### src/rtl/cpu_fetch_pkg.sv
// Shared widths, decode offsets, FSM states and response entry for the fetch unit.
// Imported by inst_fetch_unit and its response queue.
package cpu_fetch_pkg;

  localparam int NUM_FU      = 8;
  localparam int NUM_REG     = 8;
  localparam int IMM_BIT     = 4;
  localparam int INST_ID_BIT = 8;

  localparam int OP_BIT   = $clog2(NUM_FU);
  localparam int REG_BIT  = $clog2(NUM_REG);
  localparam int INST_BIT = OP_BIT + 3*REG_BIT + IMM_BIT;

  // word packing, MSB to LSB: {op, dst, src0, src1, imm}
  localparam int IMM_LSB  = 0;
  localparam int SRC1_LSB = IMM_LSB + IMM_BIT;
  localparam int SRC0_LSB = SRC1_LSB + REG_BIT;
  localparam int DST_LSB  = SRC0_LSB + REG_BIT;
  localparam int OP_LSB   = DST_LSB + REG_BIT;

  typedef enum logic [1:0] {
    IDLE = 2'd0,
    RUN  = 2'd1,
    DONE = 2'd2
  } fetch_state_e;

  typedef struct packed {
    logic [INST_ID_BIT-1:0] id;
    logic                   last;
    logic [OP_BIT-1:0]      op;
    logic [REG_BIT-1:0]     dst;
    logic [REG_BIT-1:0]     src0;
    logic [REG_BIT-1:0]     src1;
    logic [IMM_BIT-1:0]     imm;
  } resp_t;

  function automatic resp_t decode(
    input logic [INST_BIT-1:0]    w,
    input logic [INST_ID_BIT-1:0] id,
    input logic                   last
  );
    resp_t r;
    r.id   = id;
    r.last = last;
    r.op   = w[OP_LSB   +: OP_BIT];
    r.dst  = w[DST_LSB  +: REG_BIT];
    r.src0 = w[SRC0_LSB +: REG_BIT];
    r.src1 = w[SRC1_LSB +: REG_BIT];
    r.imm  = w[IMM_LSB  +: IMM_BIT];
    return r;
  endfunction

endpackage

### src/rtl/inst_fetch_unit_fifo.sv
// sync_fifo: synchronous FIFO, any DEPTH >= 2, pointers wrap modulo DEPTH.
// Ports: flush_i/push_i/din_i/pop_i in; dout_o (head), count_o, full_o, empty_o out.
module sync_fifo #(
  parameter  int WIDTH   = 8,
  parameter  int DEPTH   = 4,
  localparam int PTR_BIT = $clog2(DEPTH),
  localparam int CNT_BIT = $clog2(DEPTH + 1)
) (
  input  logic               clk,
  input  logic               rst_n,
  input  logic               flush_i,
  input  logic               push_i,
  input  logic [WIDTH-1:0]   din_i,
  input  logic               pop_i,
  output logic [WIDTH-1:0]   dout_o,
  output logic [CNT_BIT-1:0] count_o,
  output logic               full_o,
  output logic               empty_o
);

  logic [WIDTH-1:0]   mem_q [DEPTH];
  logic [PTR_BIT-1:0] wr_q, wr_d;
  logic [PTR_BIT-1:0] rd_q, rd_d;
  logic [CNT_BIT-1:0] cnt_q, cnt_d;
  logic               do_push;
  logic               do_pop;

  function automatic logic [PTR_BIT-1:0] inc(
    input logic [PTR_BIT-1:0] p
  );
    return (p == PTR_BIT'(DEPTH - 1)) ? '0 : p + PTR_BIT'(1);
  endfunction

  assign full_o  = (cnt_q == CNT_BIT'(DEPTH));
  assign empty_o = (cnt_q == '0);
  assign count_o = cnt_q;
  assign dout_o  = mem_q[rd_q];

  // a pop frees the slot the push needs, even when full
  assign do_pop  = pop_i && !empty_o;
  assign do_push = push_i && (!full_o || do_pop);

  always_comb begin
    wr_d  = wr_q;
    rd_d  = rd_q;
    cnt_d = cnt_q;
    if (flush_i) begin
      wr_d  = '0;
      rd_d  = '0;
      cnt_d = '0;
    end else begin
      if (do_push) wr_d = inc(wr_q);
      if (do_pop)  rd_d = inc(rd_q);
      if (do_push && !do_pop) cnt_d = cnt_q + CNT_BIT'(1);
      if (do_pop && !do_push) cnt_d = cnt_q - CNT_BIT'(1);
    end
  end

  always_ff @(posedge clk or negedge rst_n) begin
    if (!rst_n) begin
      wr_q  <= '0;
      rd_q  <= '0;
      cnt_q <= '0;
    end else begin
      wr_q  <= wr_d;
      rd_q  <= rd_d;
      cnt_q <= cnt_d;
    end
  end

  always_ff @(posedge clk) begin
    if (do_push && !flush_i) mem_q[wr_q] <= din_i;
  end

endmodule

### src/rtl/inst_fetch_unit.sv
// Program memory + fetch handshake; decoded responses queued into sync_fifo.
// Ports: load_* (program write), start/prog_len, fetch_* (request), inst_* (response),
// done, id_err. Optional id sequence check built when FETCH_ID_CHECK_EN is defined.
module inst_fetch_unit
  import cpu_fetch_pkg::*;
#(
  parameter  int PROG_DEPTH = 256,
  parameter  int FIFO_DEPTH = 4,
  localparam int PC_BIT     = $clog2(PROG_DEPTH)
) (
  input  logic                   clk,
  input  logic                   rst_n,
  input  logic                   load_vld,
  output logic                   load_rdy,
  input  logic [PC_BIT-1:0]      load_addr,
  input  logic [INST_BIT-1:0]    load_data,
  input  logic [PC_BIT:0]        prog_len,
  input  logic                   start,
  input  logic                   fetch_vld,
  output logic                   fetch_rdy,
  input  logic [INST_ID_BIT-1:0] fetch_id,
  input  logic [PC_BIT-1:0]      fetch_pc,
  output logic                   inst_vld,
  input  logic                   inst_rdy,
  output logic                   inst_last,
  output logic [OP_BIT-1:0]      inst_op,
  output logic [INST_ID_BIT-1:0] inst_id,
  output logic [REG_BIT-1:0]     inst_dst_reg,
  output logic [REG_BIT-1:0]     inst_src_reg0,
  output logic [REG_BIT-1:0]     inst_src_reg1,
  output logic [IMM_BIT-1:0]     inst_imm,
  output logic                   done,
  output logic                   id_err
);

  localparam int CNT_BIT  = $clog2(FIFO_DEPTH + 1);
  localparam int RESP_BIT = $bits(resp_t);

  fetch_state_e state_q, state_d;

  logic [PC_BIT:0]       len_q;
  logic [INST_BIT-1:0]   prog_q [PROG_DEPTH];
  logic                  stg_vld_q, stg_vld_d;
  resp_t                 stg_q, stg_d;
  logic [CNT_BIT-1:0]    fifo_cnt;
  logic                  fifo_full;
  logic                  fifo_empty;
  logic [RESP_BIT-1:0]   head_raw;
  resp_t                 head;
  resp_t                 out;
  logic                  fetch_fire;
  logic                  pop;
  logic                  flush;
  logic [PC_BIT:0]       pc_ext;
  logic [PC_BIT:0]       last_pc;

  assign load_rdy = (state_q == IDLE);
  assign done     = (state_q == DONE);
  assign flush    = (state_q == DONE);

  // stage slot counts against capacity; a same-cycle pop is not credited
  assign fetch_rdy  = (state_q == RUN) && !fifo_full &&
                      (int'(fifo_cnt) + int'(stg_vld_q) < FIFO_DEPTH);
  assign fetch_fire = fetch_vld && fetch_rdy;

  assign pc_ext  = {1'b0, fetch_pc};
  assign last_pc = len_q - (PC_BIT+1)'(1);

  assign head     = resp_t'(head_raw);
  assign inst_vld = (state_q == RUN) && !fifo_empty;
  assign pop      = inst_vld && inst_rdy;
  assign out      = inst_vld ? head : '0;

  assign inst_last     = out.last;
  assign inst_op       = out.op;
  assign inst_id       = out.id;
  assign inst_dst_reg  = out.dst;
  assign inst_src_reg0 = out.src0;
  assign inst_src_reg1 = out.src1;
  assign inst_imm      = out.imm;

  always_comb begin
    state_d = state_q;
    unique case (state_q)
      IDLE: if (start) state_d = (prog_len == '0) ? DONE : RUN;
      RUN:  if (pop && head.last) state_d = DONE;
      DONE: state_d = DONE;
      default: state_d = IDLE;
    endcase
  end

  // out-of-range fetches are accepted but never reach the stage
  always_comb begin
    stg_vld_d = fetch_fire && (pc_ext < len_q);
    stg_d     = stg_q;
    if (fetch_fire)
      stg_d = decode(prog_q[fetch_pc], fetch_id, pc_ext == last_pc);
  end

  always_ff @(posedge clk or negedge rst_n) begin
    if (!rst_n) begin
      state_q   <= IDLE;
      len_q     <= '0;
      stg_vld_q <= 1'b0;
      stg_q     <= '0;
    end else begin
      state_q   <= state_d;
      stg_vld_q <= stg_vld_d;
      stg_q     <= stg_d;
      if (state_q == IDLE && start) len_q <= prog_len;
    end
  end

  always_ff @(posedge clk) begin
    if (load_vld && load_rdy) prog_q[load_addr] <= load_data;
  end

  sync_fifo #(
    .WIDTH (RESP_BIT),
    .DEPTH (FIFO_DEPTH)
  ) u_resp_q (
    .clk     (clk),
    .rst_n   (rst_n),
    .flush_i (flush),
    .push_i  (stg_vld_q),
    .din_i   (stg_q),
    .pop_i   (pop),
    .dout_o  (head_raw),
    .count_o (fifo_cnt),
    .full_o  (fifo_full),
    .empty_o (fifo_empty)
  );

`ifdef FETCH_ID_CHECK_EN
  logic [INST_ID_BIT-1:0] exp_id_q;
  logic                   id_err_q;

  // resync to the observed id so one slip flags once, not forever
  always_ff @(posedge clk or negedge rst_n) begin
    if (!rst_n) begin
      exp_id_q <= '0;
      id_err_q <= 1'b0;
    end else if (state_q == IDLE && start) begin
      exp_id_q <= '0;
    end else if (fetch_fire) begin
      exp_id_q <= fetch_id + INST_ID_BIT'(1);
      if (fetch_id != exp_id_q) id_err_q <= 1'b1;
    end
  end

  assign id_err = id_err_q;
`else
  assign id_err = 1'b0;
`endif

endmodule

### config.mk
export PLATFORM = sky130hd
export DESIGN_NAME = inst_fetch_unit
export DESIGN_NICKNAME = d
export VERILOG_FILES = /design/src/rtl/cpu_fetch_pkg.sv /design/src/rtl/inst_fetch_unit_fifo.sv /design/src/rtl/inst_fetch_unit.sv
export SDC_FILE = /design/constraint.sdc
export NUM_CORES = 2
export LEC_CHECK = 0
export CAP_MARGIN = 40
export CORE_UTILIZATION = 65
export CTS_BUF_LIST = sky130_fd_sc_hd__clkbuf_8
export DETAILED_ROUTE_END_ITERATION = 8
export PLACE_DENSITY = 0.79
export SETUP_SLACK_MARGIN = 0.1
export SYNTH_ARGS = -nofsm -noshare
export SYNTH_HDL_FRONTEND = slang
export SYNTH_MEMORY_MAX_BITS = 65536
export SYNTH_SLANG_ARGS = --single-unit
export TNS_END_PERCENT = 50
### constraint.sdc
create_clock -name clk -period 3.83 [get_ports clk]
set_input_delay 0.766 -clock clk [delete_from_list [all_inputs] [get_ports clk]]
set_output_delay 0.766 -clock clk [all_outputs]
set_load 0.05 [all_outputs]
---- After elaboration in Yosys (flattened, before gate mapping) ----
Memories as Yosys holds them, arrays and structs flattened. A register that Yosys moved wholly into a read port is not among the register bits.
Index checks and enable logic that the tools add are counted.
operators by class
  add/sub/neg operators ................... 6
  $lt $le $gt $ge ......................... 2
  equality and inequality tests ........... 8
  mux-type cells .......................... 18
  reductions and logical operators ........ 28
operators by type and width
  operator                                                    count
  2-to-1 mux 25 bit                                           1
  2-to-1 mux 2 bit                                            9
  logical AND 1 bit                                           14
  equality test 8 x 9 -> 1 bit                                1
  zero test 9 bit                                             1
  less-than comparator 8 x 9 -> 1 bit                         1
  2-to-1 mux 3 bit                                            3
  subtractor 9 x 1 -> 9 bit, second input constant            1
  equality test 2 bit, second input constant                  3
  zero test 1 bit                                             6
  one-hot mux 2 bit (3 select lines)                          1
  adder 2 x 1 -> 2 bit, second input constant                 2
  adder 3 x 1 -> 4 bit                                        1
  less-than comparator 4 x 3 -> 1 bit, second input constant  1
  2-to-1 mux 1 bit                                            4
  inequality test 2 x 1 -> 1 bit, second input constant       2
  nonzero test 2 bit                                          2
  adder 3 x 1 -> 3 bit, second input constant                 1
  equality test 3 bit, second input constant                  1
  zero test 3 bit                                             1
  nonzero test 3 bit                                          1
  subtractor 3 x 1 -> 3 bit, second input constant            1
  equality test 2 x 1 -> 1 bit, second input constant         1
  zero test 2 bit                                             1
  other kinds (2)                                             2
word-level totals
  register bits after elaboration ......... 28
  memory bits (writable) .................. 4196
  input port bits ......................... 55
  logic and storage cells ................. 72
  memories ................................ 2
memories
  memory          words  width  read ports  clocked after Yosys merged registers in  wr ports  line                        RTL
  prog_q          256    16     1           1                                        1         inst_fetch_unit.sv:42       logic [INST_BIT-1:0] prog_q [PROG_DEPTH];
  u_resp_q.mem_q  4      25     1           0                                        1         inst_fetch_unit_fifo.sv:21  logic [WIDTH-1:0] mem_q [DEPTH];

---- Depth between registers and ports, before layout ----
  depth after elaboration ................. 11
  depth in mapped cells ................... 12
  gate-level depth less buffers ........... 9

---- Cells and area by module ----
A second synthesis with hierarchy kept.
unflattened totals
  cells, all modules ...................... 7259
  area total of the unflattened synthesis .. 162497.1 µm²
modules (own cells, without submodules)
  module           instances  cells an instance  area each (µm²)  seq. area each (µm²)
  inst_fetch_unit  1          7061               158256.8         123923.9
  sync_fifo        1          198                4240.3           3178.0

---- Least setup slack after synthesis ----
Ideal clock, no wire load.
  path type ............................... register to register
  from .................................... register state_q[0]
  to ...................................... memory prog_q[216][0] in the netlist's numbering, enable pin
  setup time .............................. 388 ps
  arrival ................................. 2867 ps
  setup slack ............................. 574 ps
  stages on the path, launching flop included .. 9
  clock period less this slack ............ 3256 ps
  path through ............................ dfrtp_1 -> inv_1 -> ha_1 -> and2_1 -> clkbuf_1 -> clkbuf_1 -> nand3_1 -> clkbuf_1 -> nor2_1
between the ends
  word-level cells in the longest chain between the ends .. 4
RTL lines
  what                                    line                    RTL
  start, declared                         inst_fetch_unit.sv:39   fetch_state_e state_q, state_d;
  start signal, assigned                  inst_fetch_unit.sv:107  state_q <= state_d;
  zero test 2 bit                         inst_fetch_unit.sv:57   assign load_rdy = (state_q == IDLE);
  net load_rdy                            inst_fetch_unit.sv:14   output logic load_rdy,
  logical AND 1 bit                       inst_fetch_unit.sv:115  if (load_vld && load_rdy) prog_q[load_addr] <= load_data;
  2-to-1 mux 1 bit                        inst_fetch_unit.sv:115
  2-to-1 mux 1 bit (implied by the code)  inst_fetch_unit.sv:115
  end, declared                           inst_fetch_unit.sv:42
The timed path passes the listed nets, and every way through them passes these cells.

---- Worst setup path after layout ----
  from .................................... register state_q[0]
  to ...................................... output load_rdy
between the ends
  word-level cells in the longest chain between the ends .. 1
RTL lines
  what             line
  zero test 2 bit  inst_fetch_unit.sv:57
  end, declared    inst_fetch_unit.sv:14
Every way passes these cells.

==> out/summary.txt <==
Outcome -> complete, no violations
Total Nets Final -> 8377
Maximum clock insertion buffer count -> 4
Number of global-route vias before repair -> 83700
Mapped Cells -> 7298
Max cap viols -> 0
Switching portion of total power -> 22.9%
Slowest library cell on the worst path -> clkdlybuf4s50_1
TritonCTS Sinks -> 4240
Buffers & Inverters on Critical Path -> 3
Largest vdd supply drop -> 0.480 mV
Setup WS pre-CTS -> -0.361 ns
Cells along the critical path -> inv_1 -> ha_1 -> buf_4 -> clkdlybuf4s50_1
Clock skew -> 0.0896 ns
Hold violation total from the final report -> 0
Number of vias after detailed routing -> 83600
Crit Path Category -> flip-flop to output pin
Count of synthesis-stage warnings from yosys -> 0
Achievable Freq -> 0.275 GHz
Top Family by Delay on Critical Path -> buffers and inverters
Average size of a mapped cell -> 22.3 sq um
Count of nets left with antenna violations after detail routing -> 0
Final period demand of the worst path -> 3.63 ns
Worst min path class -> primary input to flip-flop
Compound-cell area share of the yosys netlist -> 2.60%
Placed wire-length estimate -> 245000 um
Switching power -> 0.0210 W
First element of the critical path -> state_q[0]
Std-Cell Core Area -> 249000 sq um
Starting DRT DRC Count -> 13100
Start point of the worst min-delay path -> load_data[9]
Clk_lat worst skew -> 1.13 ns
Library cell used as clock root buffer -> clkbuf_8
Fraction of synthesized cell area in xor and xnor cells -> 0.0431%
Area overhead of the layout relative to synthesis -> 12.9%
Gr usage total -> 32.8%
Portion of total power attributed to the clock network -> 37.0%
Pwr dens -> 499 nW/um^2
Crit path DAT -> 2.86 ns
Count of unresolved DRC violations after routing -> 0
Share of total power in combinational logic -> 6.4%
Count of standard-cell rows -> 183
Kind of launch point of the worst setup path -> flip-flop
Worst max-slew margin expressed relative to the limit -> 14.1%
Final-report setup violation count -> 0
Die area -> 252000 sq um
Static leakage -> 59.6 nW
Starting density of the core -> 65.4%
PnR Total Power -> 0.0917 W
RD Place Congestion -> 0.934
Remaining global-route overflow -> 0
Tightest Pin Transition -> 1.29 ns
Setup repair after global routing missed its margin -> true
Fraction of layout cells with a size suffix above 1 -> 29.3%
Endpoint type of the worst setup path -> output pin
Number of flip-flops and latches in the synthesized netlist -> 4240
Internal Dissipation -> 0.0707 W
Maximum number of pins on one net before global-route repair -> 139
Adder-cell share of the synthesized area -> 0.151%
Die width -> 502 um
Portion of the post-synthesis area used by sequential elements -> 78.1%
Mux contribution to synthesized area -> 15.9%
Pre-antenna DRT Iters -> 7
Routed vias/inst -> 6.89
Setup WS post-layout -> 0.200 ns
Reg power frac -> 56.6%
Overall die height -> 502 um
Average wire per cell in the routed design -> 33.8 um
Crit-path max cell delay -> 0.83 ns
Total wire length -> 410000 um
Final Max Slew Viols -> 0
EDFF count, synth -> 4196
Simple logic cell fraction of the synthesized area -> 1.79%
Leading register cell type out of synthesis -> edfxtp_1
R2R Path Start -> state_q[1]
Synthesized area -> 163000 sq um
Final cycle utilization of the critical path -> 94.8%
H-tree depth -> 6
Net Count, Synth -> 7372
Req. time, crit path -> 3.06 ns
Wire length of the first global-routing pass -> 582000 um
Synth async-reset ratio -> 1.04%
Number of top-level pins -> 85
Number of antenna violations at the first check in global routing -> 21
Post-Route Utilization -> 73.9%
Maximum fanout along the worst path -> 4
Largest family of logic cells by synthesized area -> multiplexers
Num CTS Buffers -> 652
Port Buf Inserts -> 83
Number of fill cells -> 12900
TritonCTS clock tree -> done
Clock transition at the registers of the reported paths -> 0.06 ns
Number of distinct library cells after synthesis -> 50
[through the flow]
step / setup TNS (ns) / hold slack [ns] / instance area (sq um) / std cells
floorplan: 0 / 0.470 / 163000 / 7298
global placement: -2.74 / 0.481 / 172000 / 11000
detailed placement: -1.97 / 0.502 / 172000 / 11000
CTS: 0 / 0.0187 / 184000 / 12100
global route: 0 / 0.0502 / 184000 / 12100
finish: 0 / 0.0973 / 184000 / 12100
[cell usage in the layout, fill, tap and decap left out, types with 106 or more instances in the layout]
cell / synthesis / final
mux4_2: 1002 / 1002
nand2_1: 146 / 143
a22oi_1: 224 / 224
edfxtp_1: 4196 / 4196
mux2i_1: 306 / 306
clkinv_1: 1 / 163
clkbuf_8: 0 / 672
buf_12: 0 / 106
nor2_1: 307 / 295
buf_4: 48 / 602
inv_1: 17 / 220
[area by class of cell]
class	count	area, sq um	share of cell area (%)
repair buffers	776	7400	4.03
inverters	18	67.6	0.0368
clock buffers	672	9250	5.03
diodes	11	27.5	0.0150
flip-flops and latches	4240	127000	69.2
multi-input cells	2615	33400	18.2
well taps	3330	4170	2.27
clock inverters	464	2270	1.24
[power by group through the flow]
stage,sequential (W),clock (W),combinational (W)
final,0.0519,0.0340,0.00586
after global routing,0.0519,0.0363,0.00610
after CTS,0.0519,0.0342,0.00581
after detailed placement,0.0529,0,0.00576
after global placement,0.0528,0,0.00556
after floorplan,0.0526,0,0.00320
[flip-flops by register name, summed over array words and instances (netlist names)]
signal            cells
len_q                 9
prog_q             4096
state_q               2
stg_q                25
stg_vld_q             1
u_resp_q.count_o      3
u_resp_q.mem_q      100
u_resp_q.rd_q         2
u_resp_q.wr_q         2
[kinds of logic (layout without fill, tap and decap cells)]
logic type	after synthesis	count (layout)
other	1	12
adders and majority gates	19	19
muxes	1327	1327
xor gates and xnor gates	8	8
buffers and inverters	443	1930
AOI/OAI and AO/OA	602	602
and+or+nand+nor	658	658
DFF	4240	4240
[cells in the mapped netlist (all sizes together) (29+ instances only)]
cell type / n / area, sq um
edfxtp: 4196 / 126000
mux4: 1002 / 22600
nor2: 307 / 1150
mux2i: 306 / 3060
buf: 232 / 1460
a22oi: 224 / 1680
clkbuf: 193 / 726
nand2: 147 / 559
a21oi: 88 / 440
o22ai: 80 / 500
a211oi: 64 / 480
o21ai: 54 / 270
nor2b: 45 / 282
dfrtp: 44 / 1100
nand3: 41 / 205
and2: 34 / 213
a221oi: 33 / 289
nand4: 29 / 181
[routing by layer]
| metal | part of all wire (%) | vias up | global-route usage, % |
|---|---|---|---|
| li1 | - | 33000 | - |
| met1 | 34 | 43100 | 44.6 |
| met5 | 0.015 | - | 0 |
| met4 | 5.3 | 10 | 15.9 |
| met3 | 12 | 998 | 7.93 |
| met2 | 48 | 6436 | 50.7 |
[repair_timing]
item | 4_1_cts | 5_1_grt
resized for setup | 4 | 3
endpoints found under the setup margin | 29 | 3
hold endpoints to repair | 44 | 0
hold buffers | 1 | 0
buffers inserted | 1 | 0
[path summary, 6_finish.rpt]
check	endpoint	slack [ns]	depth (start not counted)
min in group asynchronous	stg_q[22]	0.12	2
max	load_rdy	0.20	4
min reg2reg	u_resp_q.mem_q[3][19]	0.51	0
max in group asynchronous	len_q[3]	2.96	3
min	prog_q[64][9]	0.1	1
max reg2reg	stg_q[14]	0.34	12
Power figures use the tool's default switching activity.
